`src/rtl/i2c_slave_byte_ctrl_pkg.sv`:
```
// Shared state encodings and reset constants for the I2C target controller.
package i2c_slave_byte_ctrl_pkg;

    localparam int unsigned STATE_W = 3;

    typedef enum logic [STATE_W-1:0] {
        IDLE     = 3'd0,
        ADDR     = 3'd1,
        ADDR_ACK = 3'd2,
        RX_BYTE  = 3'd3,
        RX_ACK   = 3'd4,
        TX_BYTE  = 3'd5,
        TX_ACK   = 3'd6,
        SKIP     = 3'd7
    } state_t;

    localparam logic [2:0] CNT_RST  = 3'd7;
    localparam logic       BUS_IDLE = 1'b1;

    function automatic logic addr_hit(input logic [7:0] b, input logic [6:0] a);
        return b[7:1] == a;
    endfunction

endpackage

```
`src/rtl/i2c_slave_bus_sync.sv`:
```
// SCL/SDA synchronizers with registered SCL edge and START/STOP pulses.
module i2c_slave_bus_sync
    import i2c_slave_byte_ctrl_pkg::*;
#(
    parameter int SYNC_STAGES = 2
) (
    input  logic Clk,
    input  logic Rst,
    input  logic Scl_i,
    input  logic Sda_i,
    output logic scl_rise,
    output logic scl_fall,
    output logic bus_start,
    output logic bus_stop,
    output logic sda_s
);

    if (SYNC_STAGES < 2) begin : g_bad_sync
        $error("SYNC_STAGES must be at least 2");
    end

    logic [SYNC_STAGES-1:0] scl_sync;
    logic [SYNC_STAGES-1:0] sda_sync;
    logic                   scl_q;
    logic                   sda_q;
    logic                   scl_c;
    logic                   sda_c;

    assign scl_c = scl_sync[SYNC_STAGES-1];
    assign sda_c = sda_sync[SYNC_STAGES-1];
    assign sda_s = sda_q;

    // sda_s is the previous sample, so it lines up with the registered pulses
    always_ff @(posedge Clk) begin
        if (Rst) begin
            scl_sync  <= {SYNC_STAGES{BUS_IDLE}};
            sda_sync  <= {SYNC_STAGES{BUS_IDLE}};
            scl_q     <= BUS_IDLE;
            sda_q     <= BUS_IDLE;
            scl_rise  <= 1'b0;
            scl_fall  <= 1'b0;
            bus_start <= 1'b0;
            bus_stop  <= 1'b0;
        end else begin
            scl_sync  <= {scl_sync[SYNC_STAGES-2:0], Scl_i};
            sda_sync  <= {sda_sync[SYNC_STAGES-2:0], Sda_i};
            scl_q     <= scl_c;
            sda_q     <= sda_c;
            scl_rise  <= scl_c & ~scl_q;
            scl_fall  <= ~scl_c & scl_q;
            bus_start <= scl_c & scl_q & sda_q & ~sda_c;
            bus_stop  <= scl_c & scl_q & ~sda_q & sda_c;
        end
    end

endmodule

```
`src/rtl/i2c_slave_byte_ctrl.sv`:
```
// Byte-level I2C target. Define I2C_SLAVE_STRETCH_EN to hold SCL low
// after each Tx_req until the host answers with Tx_valid.
module i2c_slave_byte_ctrl
    import i2c_slave_byte_ctrl_pkg::*;
#(
    parameter logic [6:0] SLAVE_ADDR  = 7'h50,
    parameter int         SYNC_STAGES = 2,
    parameter int         NBITS       = 3
) (
    input  logic       Clk,
    input  logic       Rst,
    input  logic       Scl_i,
    input  logic       Sda_i,
    output logic       Sda_oe,
    output logic       Scl_oe,
    input  logic [7:0] Tx_data,
    input  logic       Tx_valid,
    output logic       Tx_req,
    output logic [7:0] Rx_data,
    output logic       Rx_valid,
    output logic       Mst_ack,
    output logic       Rw,
    output logic       Busy,
    output logic       Addressed
);

    if (NBITS != STATE_W) begin : g_bad_nbits
        $error("NBITS must match the state encoding width");
    end

    logic scl_rise, scl_fall, bus_start, bus_stop, sda_s;

    i2c_slave_bus_sync #(
        .SYNC_STAGES(SYNC_STAGES)
    ) u_sync (
        .Clk      (Clk),
        .Rst      (Rst),
        .Scl_i    (Scl_i),
        .Sda_i    (Sda_i),
        .scl_rise (scl_rise),
        .scl_fall (scl_fall),
        .bus_start(bus_start),
        .bus_stop (bus_stop),
        .sda_s    (sda_s)
    );

    state_t     state_q, state_d;
    logic [2:0] cnt_q, cnt_d;
    logic [7:0] sh_q, sh_d;
    logic [7:0] rxd_q, rxd_d;
    logic       oe_q, oe_d;
    logic       pend_q, pend_d;
    logic       rxv_q, rxv_d;
    logic       txr_q, txr_d;
    logic       mack_q, mack_d;
    logic       rw_q, rw_d;
    logic       busy_q, busy_d;
    logic       adr_q, adr_d;
    logic       rel_q, rel_d;
    logic [7:0] tx_src;

`ifdef I2C_SLAVE_STRETCH_EN
    logic       sclo_q, sclo_d;
    logic       arm_q, arm_d;
    logic       srel_q, srel_d;
    logic [7:0] buf_q, buf_d;

    assign tx_src = buf_q;
    assign Scl_oe = sclo_q;

    always_ff @(posedge Clk) begin
        if (Rst) begin
            sclo_q <= 1'b0;
            arm_q  <= 1'b0;
            srel_q <= 1'b0;
            buf_q  <= 8'h00;
        end else begin
            sclo_q <= sclo_d;
            arm_q  <= arm_d;
            srel_q <= srel_d;
            buf_q  <= buf_d;
        end
    end
`else
    logic unused_tx_valid;

    assign unused_tx_valid = Tx_valid;
    assign tx_src          = Tx_data;
    assign Scl_oe          = 1'b0;
`endif

    always_ff @(posedge Clk) begin
        if (Rst) begin
            state_q <= IDLE;
            cnt_q   <= CNT_RST;
            sh_q    <= 8'h00;
            rxd_q   <= 8'h00;
            oe_q    <= 1'b0;
            pend_q  <= 1'b0;
            rxv_q   <= 1'b0;
            txr_q   <= 1'b0;
            mack_q  <= 1'b0;
            rw_q    <= 1'b0;
            busy_q  <= 1'b0;
            adr_q   <= 1'b0;
            rel_q   <= 1'b0;
        end else begin
            state_q <= state_d;
            cnt_q   <= cnt_d;
            sh_q    <= sh_d;
            rxd_q   <= rxd_d;
            oe_q    <= oe_d;
            pend_q  <= pend_d;
            rxv_q   <= rxv_d;
            txr_q   <= txr_d;
            mack_q  <= mack_d;
            rw_q    <= rw_d;
            busy_q  <= busy_d;
            adr_q   <= adr_d;
            rel_q   <= rel_d;
        end
    end

    always_comb begin
        state_d = state_q;
        cnt_d   = cnt_q;
        sh_d    = sh_q;
        rxd_d   = rxd_q;
        oe_d    = oe_q;
        pend_d  = 1'b0;
        rxv_d   = pend_q;
        txr_d   = 1'b0;
        mack_d  = mack_q;
        rw_d    = rw_q;
        busy_d  = busy_q;
        adr_d   = adr_q;
        rel_d   = rel_q;
`ifdef I2C_SLAVE_STRETCH_EN
        sclo_d  = sclo_q;
        arm_d   = arm_q;
        srel_d  = 1'b0;
        buf_d   = buf_q;
`endif
        if (bus_stop) begin
            state_d = IDLE;
            cnt_d   = CNT_RST;
            oe_d    = 1'b0;
            busy_d  = 1'b0;
            adr_d   = 1'b0;
            rel_d   = 1'b0;
`ifdef I2C_SLAVE_STRETCH_EN
            sclo_d  = 1'b0;
            arm_d   = 1'b0;
`endif
        end else if (bus_start) begin
            state_d = ADDR;
            cnt_d   = CNT_RST;
            oe_d    = 1'b0;
            busy_d  = 1'b1;
            adr_d   = 1'b0;
            rel_d   = 1'b0;
`ifdef I2C_SLAVE_STRETCH_EN
            sclo_d  = 1'b0;
            arm_d   = 1'b0;
        end else if (sclo_q) begin
            // SCL is held low here, so only the host handshake can progress
            if (srel_q) begin
                sclo_d = 1'b0;
            end else if (Tx_valid) begin
                buf_d  = Tx_data;
                srel_d = 1'b1;
                if (state_q == TX_ACK && rel_q) begin
                    state_d = TX_BYTE;
                    cnt_d   = CNT_RST;
                    sh_d    = Tx_data;
                    oe_d    = ~Tx_data[7];
                    rel_d   = 1'b0;
                end
            end
`endif
        end else begin
            unique case (state_q)
                IDLE: ;
                ADDR: begin
                    if (scl_rise) begin
                        sh_d = {sh_q[6:0], sda_s};
                        if (cnt_q == 3'd0) begin
                            rw_d = sda_s;
                            if (addr_hit(sh_d, SLAVE_ADDR)) begin
                                state_d = ADDR_ACK;
                                adr_d   = 1'b1;
                                txr_d   = sda_s;
                            end else begin
                                state_d = SKIP;
                            end
                        end else begin
                            cnt_d = cnt_q - 3'd1;
                        end
                    end
                end
                ADDR_ACK: begin
                    // oe_q low: ACK clock not started yet
                    if (scl_fall) begin
                        if (!oe_q) begin
                            oe_d = 1'b1;
                        end else if (rw_q) begin
                            state_d = TX_BYTE;
                            cnt_d   = CNT_RST;
                            sh_d    = tx_src;
                            oe_d    = ~tx_src[7];
                        end else begin
                            state_d = RX_BYTE;
                            cnt_d   = CNT_RST;
                            oe_d    = 1'b0;
                        end
                    end
                end
                RX_BYTE: begin
                    if (scl_rise) begin
                        sh_d = {sh_q[6:0], sda_s};
                        if (cnt_q == 3'd0) begin
                            rxd_d   = sh_d;
                            pend_d  = 1'b1;
                            state_d = RX_ACK;
                        end else begin
                            cnt_d = cnt_q - 3'd1;
                        end
                    end
                end
                RX_ACK: begin
                    if (scl_fall) begin
                        if (!oe_q) begin
                            oe_d = 1'b1;
                        end else begin
                            oe_d    = 1'b0;
                            state_d = RX_BYTE;
                            cnt_d   = CNT_RST;
                        end
                    end
                end
                TX_BYTE: begin
                    if (scl_fall) begin
                        if (cnt_q == 3'd0) begin
                            oe_d    = 1'b0;
                            state_d = TX_ACK;
                        end else begin
                            cnt_d = cnt_q - 3'd1;
                            oe_d  = ~sh_q[cnt_d];
                        end
                    end
                end
                TX_ACK: begin
                    if (scl_rise && !rel_q) begin
                        mack_d = sda_s;
                        if (sda_s) begin
                            state_d = SKIP;
                        end else begin
                            txr_d = 1'b1;
                            rel_d = 1'b1;
                        end
                    end
`ifndef I2C_SLAVE_STRETCH_EN
                    if (scl_fall && rel_q) begin
                        state_d = TX_BYTE;
                        cnt_d   = CNT_RST;
                        sh_d    = Tx_data;
                        oe_d    = ~Tx_data[7];
                        rel_d   = 1'b0;
                    end
`endif
                end
                SKIP: ;
            endcase
`ifdef I2C_SLAVE_STRETCH_EN
            if (arm_q && scl_fall) begin
                sclo_d = 1'b1;
                arm_d  = 1'b0;
            end
            if (txr_d) begin
                arm_d = 1'b1;
            end
`endif
        end
    end

    assign Sda_oe    = oe_q;
    assign Tx_req    = txr_q;
    assign Rx_data   = rxd_q;
    assign Rx_valid  = rxv_q;
    assign Mst_ack   = mack_q;
    assign Rw        = rw_q;
    assign Busy      = busy_q;
    assign Addressed = adr_q;

endmodule

```
`config.mk`:
```
export PLATFORM = sky130hd
export DESIGN_NAME = i2c_slave_byte_ctrl
export DESIGN_NICKNAME = d
export VERILOG_FILES = /design/src/rtl/i2c_slave_byte_ctrl_pkg.sv /design/src/rtl/i2c_slave_bus_sync.sv /design/src/rtl/i2c_slave_byte_ctrl.sv
export SDC_FILE = /design/constraint.sdc
export NUM_CORES = 1
export LEC_CHECK = 0
export ABC_AREA = 1
export BUFFER_PORTS_ARGS = -buffer_cell sky130_fd_sc_hd__buf_2
export CAP_MARGIN = 5
export CORE_ASPECT_RATIO = 0.5
export CORE_MARGIN = 5
export CORE_UTILIZATION = 61
export DETAILED_ROUTE_END_ITERATION = 16
export MAX_ROUTING_LAYER = met4
export PLACE_DENSITY = 0.94
export SYNTH_ARGS = -nofsm -noshare
export SYNTH_HDL_FRONTEND = slang
export SYNTH_HIERARCHICAL = 1
export SYNTH_SLANG_ARGS = --single-unit
```
`constraint.sdc`:
```
create_clock -name Clk -period 4.6 [get_ports Clk]
set_clock_uncertainty 0.15 [all_clocks]
set_input_delay 0.69 -clock Clk [delete_from_list [all_inputs] [get_ports Clk]]
set_output_delay 0.69 -clock Clk [all_outputs]
set_load 0.01 [all_outputs]
```
==> results by group <==
Worst setup path
  – Crit-path max FO: 15
  – Nature of the critical path endpoint: flip-flop
  – Worst reg2reg startpoint: cnt_q[0]$_SDFFE_PP1P_
  – Worst path slowest cell: dfxtp_1
  – Worst R2R Setup Slack: 2.42 ns
  – Sequence of cells on the critical path: inv_1, ha_1, inv_1, nor2_1, nand2_1, nor2_1, nand2_1, inv_2, nor2_1, a211oi_1
  – R2R depth: 10
  – CP top delay family: simple AND/OR/NAND/NOR gates
  – CP Data Required Time: 4.66 ns
  – RR Endpoint: Rx_data[4]$_SDFFE_PP0P_
  – Nature of the critical path startpoint: flip-flop
  – CP bufs+invs: 3
  – Cell repeated most along the worst path: nor2_1
  – CP peak stage delay: 0.38 ns
  – Critical Path AT: 2.25 ns
  – Class of the most critical setup path: flip-flop to flip-flop

Routing
  – DR pass1 iterations: 5
  – DRT iter0 DRCs: 174
  – Via count: 2,160
  – WL/cell: 12.68 µm
  – ANT nets after route: 0
  – Uppermost routed layer: met4
  – Via/cell ratio: 5.347
  – Routed Wire Length: 5124 µm
  – Met3 routed WL: 392 µm
  – M1 WL: 2430 µm
  – DRC: 0
  – WL met2: 2240 µm

Clock tree
  – Hold Buf Count CTS: 0
  – CTS max path bufs: 2
  – Worst-path clk slew: 0.08 ns
  – Post-CTS Setup Inserts: 0
  – Resized Gates After CTS: 0
  – Clk_lat worst skew: 0.30 ns
  – CTS tree: done
  – H-tree levels: 2
  – Root Driver: clkbuf_8
  – Inserted Clock Buffers: 5
  – Clock tree sinks: 41

Worst hold path
  – Hold path endpoint: u_sync/sda_sync[1]$_SDFF_PP1_
  – Worst min path class: flip-flop to flip-flop
  – Worst hold stages: 1
  – HP Start: u_sync/sda_sync[0]$_SDFF_PP1_

Floorplanning
  – Chip height: 52.22 µm
  – Starting Density: 63.32%
  – Die area: 4932 µm²
  – I/O pin total: 29
  – Core ar.: 3435 µm²
  – Row cnt: 15
  – Die X: 94.44 µm

Synthesis
  – Post-synthesis sequential area ratio: 37.74%
  – Post-synth EDFFs: 0
  – Mapped Area: 2175 µm²
  – Register bit total from synthesis: 41
  – Async SR Flop Fraction: 0%
  – Top_reg_cell synth: dfxtp_1
  – Top-count cell post-synth: nand2_1
  – Syn nets: 343
  – Yosys warns: 6
  – Synth unique cells: 31
  – Avg Cell Area, Syn: 6.630 µm²
  – Synth Instances: 328
  – Cell taking the most area after synthesis: dfxtp_1
  – Synth cell count leaders: nand2_1, inv_1, nor2_1
  – Yosys top cell area share: 37.74%
  – Largest cells by area after synthesis: dfxtp_1, nand2_1, inv_1

Timing
  – Hold Slack: 0.2567 ns
  – Fin Setup TNS: 0 ns
  – Final count of negative-setup-slack endpoints: 0
  – RSZ-0062 raised after global routing: false
  – Period minus WS final: 2.185 ns
  – Slew Limit Fails: 0
  – FMAX: 457.8 MHz
  – Final Hold Fails: 0
  – Tcrit/Tclk final: 47.49%

Finish
  – Layout Nets: 367
  – Area Overhead vs Synth: 10.18%
  – Fillers: 274
  – ANT cells: 0
  – Layout cell share with drive strength beyond 1: 15.01%
  – Final Core Density: 69.76%

GRT
  – GRT Total Usage: 23.55%
  – First-pass GRT wire length: 8804 µm
  – Vias in the first global route: 1,958
  – Largest net degree at the start of global routing: 29
  – Grt total ovfl: 0
  – Initial antenna violation count: 0

Place
  – Dpl hpwl: 3796 µm
  – # port buffers: 26
  – Routability cong.: 0.9543

Power
  – PwrDens: 518.9 nW/µm²
  – Lkg Pwr: 1.166 nW
  – VDD IR-drop max: 0.0002962 V

Job
  – MaxCap Viol Count: 0

Outcome
  – Outcome: completed
-- routing by layer --
metal | track usage [%] | vias to the layer above
met5 | - | -
li1 | - | 1078
met3 | 3.300 | 9
met2 | 35.92 | 96
met4 | 9.113 | 0
met1 | 32.09 | 977
-- worst max path at each step --
stage	from	end	slack, ns	cells after the start
after floorplan	cnt_q[0]$_SDFFE_PP1P_	Rx_data[6]$_SDFFE_PP0P_	2.77	12
after global placement	Rst	Mst_ack$_SDFFE_PP0P_	2.51	8
after detailed placement	Rst	Mst_ack$_SDFFE_PP0P_	2.48	8
after CTS	cnt_q[0]$_SDFFE_PP1P_	Rx_data[3]$_SDFFE_PP0P_	2.46	10
after global routing	cnt_q[0]$_SDFFE_PP1P_	Rx_data[3]$_SDFFE_PP0P_	2.21	10
final	cnt_q[0]$_SDFFE_PP1P_	Rx_data[4]$_SDFFE_PP0P_	2.42	10
-- flip-flops by register name, indices dropped and copies added (netlist names) --
| name | cells |
|---|---|
| sh_q | 8 |
| Rw | 1 |
| rel_q | 1 |
| pend_q | 1 |
| Rx_valid | 1 |
| Rx_data | 8 |
| u_sync/sda_s | 1 |
| state_q | 3 |
| Mst_ack | 1 |
| u_sync/scl_sync | 2 |
| Busy | 1 |
| Tx_req | 1 |
| u_sync/sda_sync | 2 |
| Addressed | 1 |
| u_sync/bus_start | 1 |
| u_sync/bus_stop | 1 |
| u_sync/scl_rise | 1 |
| u_sync/scl_q | 1 |
| cnt_q | 3 |
| u_sync/scl_fall | 1 |
| Sda_oe | 1 |
-- through the flow --
step / power (mW) / instances / instance area, µm² / setup WS (ns)
2_1_floorplan: 0.9037 / 328 / 2175 / 2.770
3_3_place_gp: 0.9793 / 396 / 2308 / 2.507
3_5_place_dp: 1.000 / 396 / 2308 / 2.477
4_1_cts: 1.236 / 404 / 2396 / 2.465
5_1_grt: 1.349 / 404 / 2396 / 2.213
6_report: 1.243 / 404 / 2396 / 2.415
-- worst register-to-register path, delay by kind of cell (launching register included) --
family                   cells  cell delay [ns]
AO/OA/AOI/OAI                1             0.18
adder cells (fa/ha/maj)      1             0.19
buffers and inverters        3             0.43
flip-flops                   1             0.38
AND/OR/NAND/NOR              5             0.76
-- cells in the final DEF (no fill, tap or decap), types with 4 or more instances in the layout --
cell type / instances
nor2_1: 43
a211oi_1: 7
buf_2: 26
nand4_1: 4
clkbuf_8: 5
inv_2: 4
nand2_1: 86
nor3_1: 4
or2_1: 4
nand3_1: 26
nor2_2: 5
a21oi_1: 14
o21ai_0: 19
inv_1: 43
dfxtp_1: 41
-- where the power goes --
| group | switching (mW) | leakage (nW) | internal [mW] |
|---|---|---|---|
| sequential | 0.0649 | 0.333 | 0.399 |
| combinational | 0.359 | 0.795 | 0.184 |
| clock | 0.130 | 0.0374 | 0.107 |
-- logic make-up (layout without fill, tap and decap cells) --
family	Yosys count	count (layout)	share of synthesized area, %
AND/OR/NAND/NOR	180	180	36.59
buffers and inverters	57	82	11.28
AO/OA/AOI/OAI	46	46	12.66
flip-flops	41	41	37.74
adder cells (fa/ha/maj)	2	2	1.151
other	1	1	0.1724
XOR/XNOR	1	1	0.4028
-- layout make-up --
class	instances	area, µm²	share of cell area (%)
clock buffer	6	72.57	3.029
clock inverter	2	15.01	0.6266
inverter	48	185.2	7.728
multi-input combinational	230	1109	46.27
sequential	41	820.8	34.26
tap	51	63.81	2.663
timing repair buffer	26	130.1	5.431
Note: power is estimated with default switching activity, not from simulation.
